[src/rtl/accum_alarm_unit.sv]
// Accumulate-and-compare alarm engine: a Moore FSM steps a saturating accumulator over
// NSTEPS bank sums, then registers a threshold alarm.
module accum_alarm_unit #(
  parameter int unsigned NCH    = 2,
  parameter int unsigned W      = 2,
  parameter int unsigned NSTEPS = 3,
  parameter int unsigned ACCW   = 4,
  parameter int unsigned STICKY = 0
) (
  input  logic                clk,
  input  logic                reset,
  input  logic                go,
  input  logic                abort,
  input  logic [NSTEPS-1:0]   src_mask,
  input  logic [NCH*W-1:0]    a_in,
  input  logic [NCH*W-1:0]    b_in,
  input  logic [ACCW-1:0]     thr,
  input  logic                cmp_ge,
  input  logic                alarm_clr,
  output logic                busy,
  output logic                done,
  output logic [ACCW-1:0]     acc_out,
  output logic                sat,
  output logic                alarm
);

  localparam int unsigned SumW  = W + $clog2(NCH + 1);
  localparam int unsigned TotW  = ((ACCW > SumW) ? ACCW : SumW) + 1;
  localparam int unsigned StepW = (NSTEPS > 1) ? $clog2(NSTEPS) : 1;
  localparam logic [StepW-1:0] LastStep = StepW'(NSTEPS - 1);
  localparam logic [TotW-1:0]  AccMax   = TotW'({ACCW{1'b1}});

  typedef enum logic [1:0] {StIdle, StAcc, StEval, StDone} state_e;

  state_e              state_q, state_d;
  logic [StepW-1:0]    step_q, step_d;
  logic [ACCW-1:0]     acc_q, acc_d;
  logic                sat_q, sat_d;
  logic                alarm_q, alarm_d;
  logic [NSTEPS-1:0]   mask_q, mask_d;
  logic [ACCW-1:0]     thr_q, thr_d;
  logic                cmp_ge_q, cmp_ge_d;

  logic [NSTEPS-1:0]   mask_sh;
  logic [NCH*W-1:0]    bank;
  logic [SumW-1:0]     sum;
  logic [TotW-1:0]     total;
  logic                cond;

  // Datapath: bank sum is kept wide enough that the saturation test sees the true total.
  always_comb begin
    mask_sh = mask_q >> step_q;
    bank    = mask_sh[0] ? a_in : b_in;
    sum     = '0;
    for (int i = 0; i < NCH; i++) begin
      sum = sum + SumW'(bank[i*W +: W]);
    end
    total = TotW'(acc_q) + TotW'(sum);
    cond  = cmp_ge_q ? (acc_q >= thr_q) : (acc_q > thr_q);
  end

  always_comb begin
    state_d  = state_q;
    step_d   = step_q;
    acc_d    = acc_q;
    sat_d    = sat_q;
    alarm_d  = alarm_q;
    mask_d   = mask_q;
    thr_d    = thr_q;
    cmp_ge_d = cmp_ge_q;
    if (alarm_clr) begin
      alarm_d = 1'b0;
    end
    unique case (state_q)
      StIdle: begin
        acc_d  = '0;
        step_d = '0;
        if (go && !abort) begin
          state_d  = StAcc;
          mask_d   = src_mask;
          thr_d    = thr;
          cmp_ge_d = cmp_ge;
          sat_d    = 1'b0;
        end
      end
      StAcc: begin
        if (total > AccMax) begin
          acc_d = '1;
          sat_d = 1'b1;
        end else begin
          acc_d = total[ACCW-1:0];
        end
        step_d = step_q + 1'b1;
        if (step_q == LastStep) begin
          state_d = StEval;
          step_d  = '0;
        end
      end
      StEval: begin
        // The evaluation result takes precedence over a coincident alarm_clr.
        alarm_d = (STICKY != 0) ? (alarm_q | cond) : cond;
        state_d = StDone;
      end
      StDone: begin
        if (!go) begin
          state_d = StIdle;
          acc_d   = '0;
        end
      end
      default: state_d = StIdle;
    endcase
    // Abort drops the run without evaluating; alarm and sat keep their prior values.
    if (abort && (state_q != StIdle)) begin
      state_d = StIdle;
      acc_d   = '0;
      step_d  = '0;
      sat_d   = sat_q;
      alarm_d = alarm_clr ? 1'b0 : alarm_q;
    end
  end

  always_ff @(posedge clk or posedge reset) begin
    if (reset) begin
      state_q  <= StIdle;
      step_q   <= '0;
      acc_q    <= '0;
      sat_q    <= 1'b0;
      alarm_q  <= 1'b0;
      mask_q   <= '0;
      thr_q    <= '0;
      cmp_ge_q <= 1'b0;
    end else begin
      state_q  <= state_d;
      step_q   <= step_d;
      acc_q    <= acc_d;
      sat_q    <= sat_d;
      alarm_q  <= alarm_d;
      mask_q   <= mask_d;
      thr_q    <= thr_d;
      cmp_ge_q <= cmp_ge_d;
    end
  end

  assign busy    = (state_q == StAcc) || (state_q == StEval);
  assign done    = (state_q == StDone);
  assign acc_out = acc_q;
  assign sat     = sat_q;
  assign alarm   = alarm_q;

endmodule

[config.mk]
export PLATFORM = sky130hd
export DESIGN_NAME = accum_alarm_unit
export DESIGN_NICKNAME = d
export VERILOG_FILES = /design/src/rtl/accum_alarm_unit.sv
export SDC_FILE = /design/constraint.sdc
export NUM_CORES = 1
export LEC_CHECK = 0
export ABC_AREA = 1
export CORE_MARGIN = 4
export CORE_UTILIZATION = 30
export CTS_BUF_LIST = sky130_fd_sc_hd__clkbuf_8 sky130_fd_sc_hd__clkbuf_16
export CTS_CLUSTER_SIZE = 28
export DETAILED_ROUTE_END_ITERATION = 7
export PLACE_DENSITY = 0.48
export SLEW_MARGIN = 20
export SYNTH_ARGS = -nofsm -noshare
export SYNTH_HDL_FRONTEND = slang
export SYNTH_SLANG_ARGS = --single-unit
[constraint.sdc]
create_clock -name clk -period 7.4 [get_ports clk]
set_clock_uncertainty 0.05 [all_clocks]
set_input_delay 1.48 -clock clk [delete_from_list [all_inputs] [get_ports clk]]
set_output_delay 1.48 -clock clk [all_outputs]
set_load 0.05 [all_outputs]
==> results by group, run 1 <==
Worst setup path
  – WP data arrival: 3.66 ns
  – Most frequent CP cell: inv_1
  – Max FO, Critical Path: 2
  – Cell family with most CP delay: adder cells
  – Crit path largest cell delay: around 0.46 ns
  – Crit-path cells: clkdlybuf4s50_1, inv_1, nand2_1, o21ai_0, fa_1, inv_1, ha_1, inv_1, fa_1, inv_1, nand2_1, nand2_1, nor2_1, o21ai_0
  – Startpoint class of the critical path: input port
  – WP data required: between 7 and 8 ns
  – Slowest stage cell, crit path: fa_1
  – CP Class: input port to flip-flop
  – Crit end category: flip-flop
  – Crit path buf inv count: 5

Clock tree
  – H-tree Lvls: 1
  – CTS sink count: 18
  – Clock transition at path regs: roughly 0.080 ns
  – CTS Buffer Depth: 2
  – Worst skew pair latency: 0.26 ns
  – Post-CTS sizing: 0
  – Number of buffers created by CTS: 3
  – Post-CTS setup buffer count: 0
  – # hold bufs at CTS: 0
  – CTS tree: yes
  – CTS root buf: clkbuf_8

Floorplanning
  – Die W: 73.64 um
  – Row cnt: 23
  – Starting density of the core: 0.3163
  – Chip Height: around 74 um
  – Die ar.: around 5400 sq um
  – Core region area: 4086 sq um
  – Ports: 29

Detailed routing
  – Detailed Route WL: roughly 2800 um
  – Drt via density: around 4.5
  – DRC Markers: 0
  – Initial drt markers: approximately 70
  – DR vias: 1121
  – First-pass detailed-route iteration total: 4
  – Antenna Nets Post-Route: 0
  – WL/cell: about 11 um

STA
  – Hold Vio Cnt, Final: 0
  – Worst slew margin: 0.5117
  – Pins Over Slew Limit: 0
  – Final setup viols: 0
  – F_max: between 0.2 and 0.3 GHz
  – Final TNS setup: 0 ns
  – Crit share post-route: 0.4771
  – Slew at the pin closest to its max-slew limit: 0.7316 ns
  – Final setup margin: around 3.9 ns
  – Min Tclk post-route: 3.531 ns
  – RSZ-0062 raised after global routing: no

GRT
  – Vias in the first global route: around 1.1k
  – Total gr overflow: 0
  – Largest net degree at the start of global routing: 19
  – Overall routing resource usage: 0.1110
  – First-pass GRT wire length: approximately 4700 um
  – Initial antenna violation count: 0

Pwr
  – Design Power: 0.6319 mW
  – Net Sw Frac: 0.4822
  – Clock network fraction of design power: 0.132
  – Switching power: slightly above 0.3 mW
  – Combinational share of power: 0.605
  – Internal: around 0.33 mW
  – Peak VDD IR: 0.1331 mV
  – Power Density: between 300 and 400 nW/um^2
  – Sequential fraction of design power: 0.263
  – Static Leakage: approximately 0.86 nW

Synth
  – Mean Syn Cell Area: between 7 and 8 sq um
  – Synth Instances: approximately 170
  – Post-Syn Area: around 1300 sq um
  – Yosys top cell by area: dfrtp_1
  – Synth top area cells: dfrtp_1 (35%), nand2_1 (14%), ha_1 (9.7%)
  – Synth warnings: 0
  – Unique masters post-synth: 19
  – Sequential share of the synthesized area: 0.3485
  – Yosys top cell area share: 0.3485
  – Flops & latches, synth: 18
  – Syn Nets: 203

Min path
  – HP Class: flip-flop to flip-flop

Placement
  – Placed Instances: between 200 and 250
  – Gp weighted congestion: a little under 0.8
  – Detail Placement HPWL: 2324 um
  – Pre-CTS setup slack: 3.578 ns
  – Port Buffers: 28

Final layout
  – Area delta synth->final: 29.24%
  – Final net count: between 200 and 250
  – Most frequent cells in the layout: nand2_1 (48), inv_1 (33), clkdlybuf4s50_1 (28)
  – Share of cells above drive strength 1: 0.1150
  – Area of the multi-input gates: between 600 and 700 sq um
  – # diodes: 0
  – Fin util: 0.4088
  – Final instance count without filler cells: 250
  – Filler Cells Inserted: between 400 and 500
  – Register area: between 400 and 500 sq um
  – Commonest non-fill, non-tap cell in the layout: nand2_1

Run
  – Max cap viols: 0

Status
  – Outcome: finished clean
[cell usage after synthesis]
| cell | instances |
|---|---|
| nor2_1 | 10 |
| nand4_1 | 4 |
| inv_2 | 2 |
| o211ai_1 | 1 |
| nand2_1 | 48 |
| inv_1 | 33 |
| buf_12 | 1 |
| nand3b_1 | 1 |
| ha_1 | 10 |
| nor2_8 | 1 |
| dfrtp_1 | 18 |
| nand2_2 | 9 |
| nand3_2 | 2 |
| nand3_1 | 9 |
| fa_1 | 3 |
| a21oi_1 | 2 |
| nand2_4 | 1 |
| o21ai_2 | 4 |
| o21ai_0 | 10 |
[state kept, by name (all words and copies together) (netlist names)]
name and count:
acc_out 4, thr_q 4, mask_q 3, state_q 2, step_q 2, alarm 1, cmp_ge_q 1, sat 1
[worst register-to-register path, stage by stage (launching register included)]
cell and delay [ns]:
dfrtp_1 0.39, inv_1 0.09, nand3_1 0.09, nand3_2 0.17, o21ai_0 0.27, fa_1 0.45
inv_1 0.07, ha_1 0.17, inv_1 0.06, fa_1 0.41, inv_1 0.07, nand2_1 0.05
nand2_1 0.05, nor2_1 0.04, o21ai_0 0.16
[kinds of logic after synthesis]
logic type                 after synthesis  synth area share
DFF                                     18            0.3485
adders and majority gates               13            0.1433
AOI/OAI and AO/OA                       17           0.07938
and+or+nand+nor                         85            0.3117
buffers and inverters                   36            0.1171
[power groups by stage]
| stage | combinational, mW | sequential (mW) | clock (mW) |
|---|---|---|---|
| finish | 0.382 | 0.166 | 0.0835 |
| global route | 0.438 | 0.172 | 0.0907 |
| CTS | 0.391 | 0.166 | 0.0868 |
| detailed placement | 0.389 | 0.168 | 0 |
| global placement | 0.384 | 0.167 | 0 |
| floorplan | 0.270 | 0.190 | 0 |
[path summary, 6_finish.rpt]
path,startpoint,to,slack (ns),cells past startpoint
max,a_in[3],acc_out[3],3.87,14
min,sat,sat,0.42,2
max reg2reg,step_q[0],acc_out[3],4.74,14
min reg2reg,sat,sat,0.42,2
max in group asynchronous,reset,acc_out[0],5.25,2
min in group asynchronous,reset,mask_q[2],1.59,2
[cell type report]
| class | instances | area share |
|---|---|---|
| Multi-Input combinational cell | 115 | 0.4135 |
| Sequential cell | 18 | 0.2697 |
| Clock buffer | 4 | 0.03296 |
| Inverter | 35 | 0.07865 |
| Tap cell | 50 | 0.03745 |
| Timing Repair Buffer | 28 | 0.1678 |
[routing by layer]
metal | vias up | GRT usage | part of all wire
met5 | - | 0 | 0
met4 | 0 | 0.03018 | 0.015
met3 | 5 | 0.02052 | 0.052
met2 | 30 | 0.1880 | 0.47
met1 | 504 | 0.1441 | 0.46
li1 | 582 | - | -
[metrics by stage]
stage / instance area, sq um / hold slack, ns
finish: 1670 / 0.4243
global route: 1670 / 0.4544
CTS: 1670 / 0.4317
detailed placement: 1615 / 0.4115
global placement: 1615 / 0.4077
floorplan: 1292 / 0.3922
(Power assumes the default switching activity.)
==> inputs of run 2 (changes only) <==
- clock period: 7.4 -> 3.25 ns (I/O delays scaled with it)
==> results of run 2 <==
The final DEF is identical to that of run 1. Status: finished clean.
Among the figures that moved: setup slack after placement 3.578 ns -> 0.2578 ns; setup slack after layout 3.869 ns -> 0.5494 ns; register-to-register setup slack 4.74 ns -> 0.59 ns; total power 0.6319 mW -> 1.439 mW; worst IR drop on VDD 0.1331 mV -> 0.3031 mV
==> inputs of run 3 (changes only) <==
- clock period: 3.25 -> 2.55 ns (I/O delays scaled with it)
==> results by group, run 3 (same netlist as run 1, synthesis figures left out) <==
Worst setup path
  – CP Class: flip-flop to flip-flop
  – Crit end category: flip-flop
  – Startpoint class of the critical path: flip-flop
  – Max FO, Critical Path: 6
  – WP data arrival: around 2.6 ns
  – WP data required: between 2 and 3 ns
  – Worst Setup SP: step_q[1]
  – R2R depth: 13
  – Worst r2r src: step_q[1]

Floorplanning
  – Ports: 29
  – Die ar.: approximately 5400 sq um
  – Row cnt: 23
  – Core region area: around 4100 sq um
  – Die W: 73.64 um
  – Chip Height: approximately 74 um
  – Starting density of the core: 0.3163

Final layout
  – Area delta synth->final: 37.95%
  – Most frequent cells in the layout: nand2_1 (45), inv_1 (29), clkdlybuf4s50_1 (27)
  – Final net count: approximately 240
  – Share of cells above drive strength 1: 0.2404
  – # diodes: 0
  – Final instance count without filler cells: around 260
  – Finished Cell Area: around 1800 sq um
  – Commonest non-fill, non-tap cell in the layout: nand2_1

STA
  – F_max: 0.3960 GHz
  – Crit share post-route: 0.9904
  – RSZ-0062 raised after global routing: yes
  – Pins Over Slew Limit: 0
  – Worst slew margin: 0.5158
  – Final TNS setup: 0 ns
  – Hold Vio Cnt, Final: 0
  – Final setup viols: 0
  – Slew at the pin closest to its max-slew limit: a little over 0.7 ns
  – Min Tclk post-route: roughly 2.5 ns

Detailed routing
  – Detailed Route WL: just under 3000 um
  – DR vias: ~1.1k
  – DRC Markers: 0
  – Antenna Nets Post-Route: 0
  – WL/cell: 11.47 um
  – First-pass detailed-route iteration total: 4
  – Initial drt markers: 23
  – Drt via density: approximately 4.4

Min path
  – Hold_sp: sat
  – HP Class: flip-flop to flip-flop
  – Hold Path Depth: 2

Pwr
  – Combinational share of power: 0.648
  – Sequential fraction of design power: 0.249
  – Power Density: about 1100 nW/um^2
  – Clock network fraction of design power: 0.103
  – Net Sw Frac: 0.4815
  – Internal: a little over 1 mW
  – Static Leakage: 0.9021 nW
  – Switching power: 0.9538 mW
  – Peak VDD IR: about 0.42 mV
  – Design Power: 1.981 mW

Placement
  – Placed Instances: roughly 250
  – Detail Placement HPWL: 2368 um
  – Post-Place Cell Area: 1650 sq um
  – Gp weighted congestion: 0.7927
  – Port Buffers: 28

Clock tree
  – CTS root buf: clkbuf_8
  – # hold bufs at CTS: 0
  – Clock transition at path regs: 0.07 ns
  – CTS sink count: 18
  – CTS Buffer Depth: 2
  – H-tree Lvls: 1
  – CTS tree: yes
  – Worst skew pair latency: roughly 0.25 ns
  – Number of buffers created by CTS: 3

GRT
  – Total gr overflow: 0
  – Largest net degree at the start of global routing: 19
  – Initial antenna violation count: 0
  – First-pass GRT wire length: ~5100 um
  – Overall routing resource usage: 0.1190
  – Vias in the first global route: between 1k and 1.5k

Status
  – Outcome: finished clean

Run
  – Max cap viols: 0
## run 3: changes by cell type in the layout (fill, tap and decap cells not counted), moves of 3 or more
cell,change
inv_1,-4
buf_4,+8
o21ai_0,-5
o21ai_2,+3
inv_2,+4
nand2_2,+3
nand2_1,-3
## run 3: final timing paths
| kind | endpoint | slack, ns |
|---|---|---|
| setup / recovery | acc_out[2] | 0.02 |
| min in group asynchronous | mask_q[1] | 0.63 |
| hold reg to reg | sat | 0.42 |
| setup reg to reg | acc_out[2] | 0.02 |
| max in group asynchronous | step_q[1] | 1.32 |
| hold / removal | sat | 0.42 |
## run 3: what timing repair did
| item | in CTS | in global routing |
|---|---|---|
| resized for setup | 11 | 16 |
| setup buffers | 1 | 3 |
| pin swaps | 2 | 9 |
| setup endpoints to repair | 2 | 2 |
## run 3: power groups by stage
stage / Sequential [mW] / Combinational [mW] / Clock (mW)
after global routing: 0.507 / 1.46 / 0.225
after floorplan: 0.551 / 0.785 / 0
after CTS: 0.489 / 1.22 / 0.213
final: 0.493 / 1.28 / 0.204
after detailed placement: 0.487 / 1.18 / 0
after global placement: 0.483 / 1.16 / 0
## run 3: area by class of cell
class	instances	area [sq um]
Timing Repair Buffer	37	352.8
Sequential cell	18	452.9
Fill cell	443	2303
Multi-Input combinational cell	115	742.0
Inverter	35	131.4
Clock buffer	3	41.29
Tap cell	50	62.56
## run 3: metrics by stage
step                utilization  setup slack, ns  hold WS (ns)
floorplan                     -           0.1349        0.3922
global placement         0.4039          -0.2268        0.4073
detailed placement       0.4039          -0.3014        0.4112
CTS                      0.4222        -0.004974        0.4325
global route             0.4363         -0.09592        0.4772
finish                   0.4363          0.02445        0.4250
## run 3: worst max-delay path, stage by stage, from the launching register on
cell     delay [ns]
dfrtp_2        0.45
nor2_4         0.13
nand2_2        0.07
nand3_4        0.13
nand2_2        0.06
o21ai_2        0.06
fa_1           0.43
inv_1          0.08
ha_2           0.18
inv_2          0.04
fa_2           0.53
inv_2          0.03
nor2_1         0.08
o21ai_1        0.06
## run 3: layer usage
| metal | up-vias | routed length (um) | GRT usage |
|---|---|---|---|
| li1 | 605 | - | - |
| met1 | 509 | 1360 | 0.1516 |
| met2 | 23 | 1429 | 0.2018 |
| met3 | 4 | 137 | 0.02326 |
| met4 | 0 | 31 | 0.03622 |
| met5 | - | 0 | 0 |
==> edit 1, RTL diff (settings of run 1) <==
Change the parameter `W` from 2 to 4.
--- a/src/rtl/accum_alarm_unit.sv
+++ b/src/rtl/accum_alarm_unit.sv
@@ -3,5 +3,5 @@
 module accum_alarm_unit #(
   parameter int unsigned NCH    = 2,
-  parameter int unsigned W      = 2,
+  parameter int unsigned W      = 4,
   parameter int unsigned NSTEPS = 3,
   parameter int unsigned ACCW   = 4,
Interface: changed (resized a_in and b_in); port bits go from 29 to 37. The function was not compared with the original's and may differ.
==> edit 1 against run 1 <==
  * Setup slack got worse by 0.35 ns
  * Cell area rose by 7.0%
  * Die area rose by 3.5%
  * Non-clock buffer count rose by 8
  * Routed wire length rose by 12%
  * Total power rose by 25%
  * Global-route usage rose by 0.97 points
  * Combinational power rose by 46%
  * Synthesized area rose by 4.0%
  * Via count rose by 3.7%
  * Sequential cell count did not move
  * Worst hold slack improved by 0.037 ns
  * First-iteration DRC count fell by 43%
  * Sequential share of layout area fell by 1.8 points
  * Critical path type unchanged
==> edit 1: results <==
[run_status]
status = "complete, no violations"

[critical_path]
cp_slowest_cell = "fa_1"
r2r_cells = 13
crit_family = "adder cells"
arrival_ns = 3.96
reg2reg_slack_ns = 4.31
rr_startpoint = "step_q[0]$_DFFE_PP0P_"
critical_path_class = "in -> reg"
timing.rr.end = "acc_out[2]$_DFFE_PP0P_"
crit_fanout = 4
crit_start = "b_in[1]"
slowest_delay_ns = 0.48

[global_route]
first_global_vias = 1230
grt_use_total_pct = 12.1
grt.met1_usage_pct = 14.8
met2_usage_pct = 20.5
gr-usage-met3_pct = 2.54
grt_pass1_wl_mm = 5.22

[cells_and_area]
num-fill-cells = 444
clock_buffer_count = 3
layout.nonclk_buf_share_pct = 20.2
nets = 248
buffers = 36
multi_input_area_share_pct = 42.8
final-clk-cell-share_pct = 2.31
drive_above_1_share_pct = 9.45
inverters = 28
multi_input_gates = 116
antennaDiodeCount = 0

[yosys]
synth-compound-area-share_pct = 11.1
synth_nets = 209
synth.area.top_cells = "dfrtp_1 (34%), ha_1 (10%), nand2_1 (9.5%)"
synth_commonest_cells = "nand2_1 (34), inv_1 (25), dfrtp_1 (18)"
synth_cell_types = 23
synth-xor-area-share_pct = 0.652
ys_warn_count = 0
muxShareOfSynthArea_pct = 3.63
yosysSeqAreaShare_pct = 33.5
synth_fa_ha_area_share_pct = 17.7

[min_path]
min_from = "acc_out[0]$_DFFE_PP0P_"
holdPathStages = 2
whs_endpoint = "acc_out[0]$_DFFE_PP0P_"

[clocking]
cts.sink_count = 18
clk_latency_ns = 0.24
h-tree-depth = 1
clk_path_buf_depth = 2
cts_setup_buffers = 0

[routing]
vias = 1163
wl_per_cell_um = 12.5
dr.first_iter.drc_count = 41

[pwr]
intPower_uw = 395
combPwrFrac_pct = 70.4
p_leak_uw = 0.000879
ir_drop_mv = 0.236
pwr-share-seq_pct = 21.3

[placement]
gp_congestion = 0.885
dp_hpwl_mm = 2.62
io_buffers = 36

[sta]
worstMarginPinSlew_ns = 0.732
edit 1: cell types whose count changed after synthesis, sizes merged, moves of 2 or more:
cell   delta
nand3     +2
mux2      +4
nand2    -22
a21oi    +10
inv       -7
o21ai     +3
fa        +2
edit 1: per-stage QoR:
step                instances  setup slack (ns)  instance area, µm²  power, µW  hold WS, ns
finish                    253              3.52                1790        792        0.461
global route              253              3.39                1790        877        0.471
CTS                       253              3.54                1790        800        0.469
detailed placement        250              3.28                1750        727        0.453
global placement          250              3.40                1750        718        0.447
floorplan                 164              3.98                1340        594        0.430
edit 1: metal layers:
metal	share of wire [%]	wire length, µm
met2	45	1430
met3	7.4	234
met4	1.4	43
met1	46	1470
met5	0	0
edit 1: cell families after synthesis:
kind of cell / Yosys count
multiplexers: 4
AND/OR/NAND/NOR: 66
flip-flops: 18
buffers and inverters: 30
adder cells (fa/ha/maj): 16
XOR/XNOR: 1
AO/OA/AOI/OAI: 29
==> edit 2, RTL diff (config.mk and constraints of run 1) <==
Made on the original files. Add an input register stage for `src_mask`, cleared by the reset; this delays it by one clock. The other inputs are not delayed to match.
--- a/src/rtl/accum_alarm_unit.sv
+++ b/src/rtl/accum_alarm_unit.sv
@@ -32,4 +32,14 @@
 
   typedef enum logic [1:0] {StIdle, StAcc, StEval, StDone} state_e;
+
+  logic [NSTEPS-1:0] src_mask_q;
+
+  always_ff @(posedge clk or posedge reset) begin
+    if (reset) begin
+      src_mask_q <= '0;
+    end else begin
+      src_mask_q <= src_mask;
+    end
+  end
 
   state_e              state_q, state_d;
@@ -78,5 +88,5 @@
         if (go && !abort) begin
           state_d  = StAcc;
-          mask_d   = src_mask;
+          mask_d   = src_mask_q;
           thr_d    = thr;
           cmp_ge_d = cmp_ge;
Function: changed (Yosys sat finds a counterexample within 4 cycles, from zero or initial values and one cycle with reset high).
==> edit 2 against run 1 <==
  * Sequential share of layout area is 3.0 points higher
  * Die area rose by 5.7%
  * Routed wire length shrank 0.49%
  * Synthesized cell count increased by 0.59%
  * Count of clock-buffer cells in the layout is 1 lower
  * Setup slack better by 0.075 ns
  * Highest routed layer unchanged
  * Critical endpoint is now acc_out[2]$_DFFE_PP0P_
  * Synthesized area rose by 6.4%
  * First-iteration DRC count is 44% lower
  * Total power decreased by 3.8%
  * Sequential cell count increased by 3
  * Cell area up 5.1%
  * Largest power group unchanged
==> edit 2: results <==
[routing]
dr_wl_met2_mm = 1.33
via_per_inst = 4.41
drt_wl_total_mm = 2.82
wl_met1_mm = 1.33
dr.first_iter.drc_count = 40

[cells_and_area]
layout.nonclk_buf_share_pct = 16.0
nets = 236
multi_input_area_um2 = 709
drive_above_1_share_pct = 11.4
instances_no_fill = 253
num-fill-cells = 454
multi_input_gates = 114
clock_buffer_count = 3

[sta]
timing.slew.headroom_pct = 45.2
holdWs_ns = 0.426

[global_route]
gr-usage-met3_pct = 2.37
grt.met1_usage_pct = 14.4
grt_max_degree = 22
grt_pass1_wl_mm = 4.92
met2_usage_pct = 18.9
grt_use_total_pct = 11.1
first_global_vias = 1118

[placement]
gp_congestion = 0.804
placed_area_mm2 = 0.00171
dp_hpwl_mm = 2.31

[critical_path]
arrival_ns = 3.56
r2r_cells = 13

[pwr]
p_leak_uw = 0.000890

[run_status]
status = "complete, no violations"

[yosys]
ys_seq_elements = 21
synth_commonest_cells = "nand2_1 (39), inv_1 (31), dfrtp_1 (21)"
syn_avg_cell_area_um2 = 8.09
synth-compound-area-share_pct = 7.83
==> edit 2: cell count changes after synthesis, sizes merged, moves of 2 or more <==
cell,before,now
nand3,11,13
o21ai,14,12
nor2,11,19
a21oi,2,5
dfrtp,18,21
inv,35,33
nand2,58,44
==> edit 2: metrics by stage <==
| step | util (%) | setup WS (ns) |
|---|---|---|
| global placement | 39.0 | 3.69 |
| floorplan | - | 4.21 |
| global route | 40.0 | 3.77 |
| detailed placement | 39.0 | 3.67 |
| CTS | 40.0 | 3.94 |
| finish | 40.0 | 3.94 |
==> edit 2: critical path: stages <==
cell             delay (ns)
clkdlybuf4s50_1        0.45
inv_1                  0.04
nand2_1                0.05
o21ai_1                0.08
fa_1                   0.46
inv_1                  0.07
ha_1                   0.16
inv_1                  0.06
fa_1                   0.50
inv_1                  0.04
nor2_1                 0.10
o21ai_1                0.08
==> edit 2: where the power goes <==
group,internal [µW],total [µW],switching (µW)
Sequential,149,172,23.4
Clock,37.6,76.8,39.2
Combinational,136,359,223
Total,323,608,285
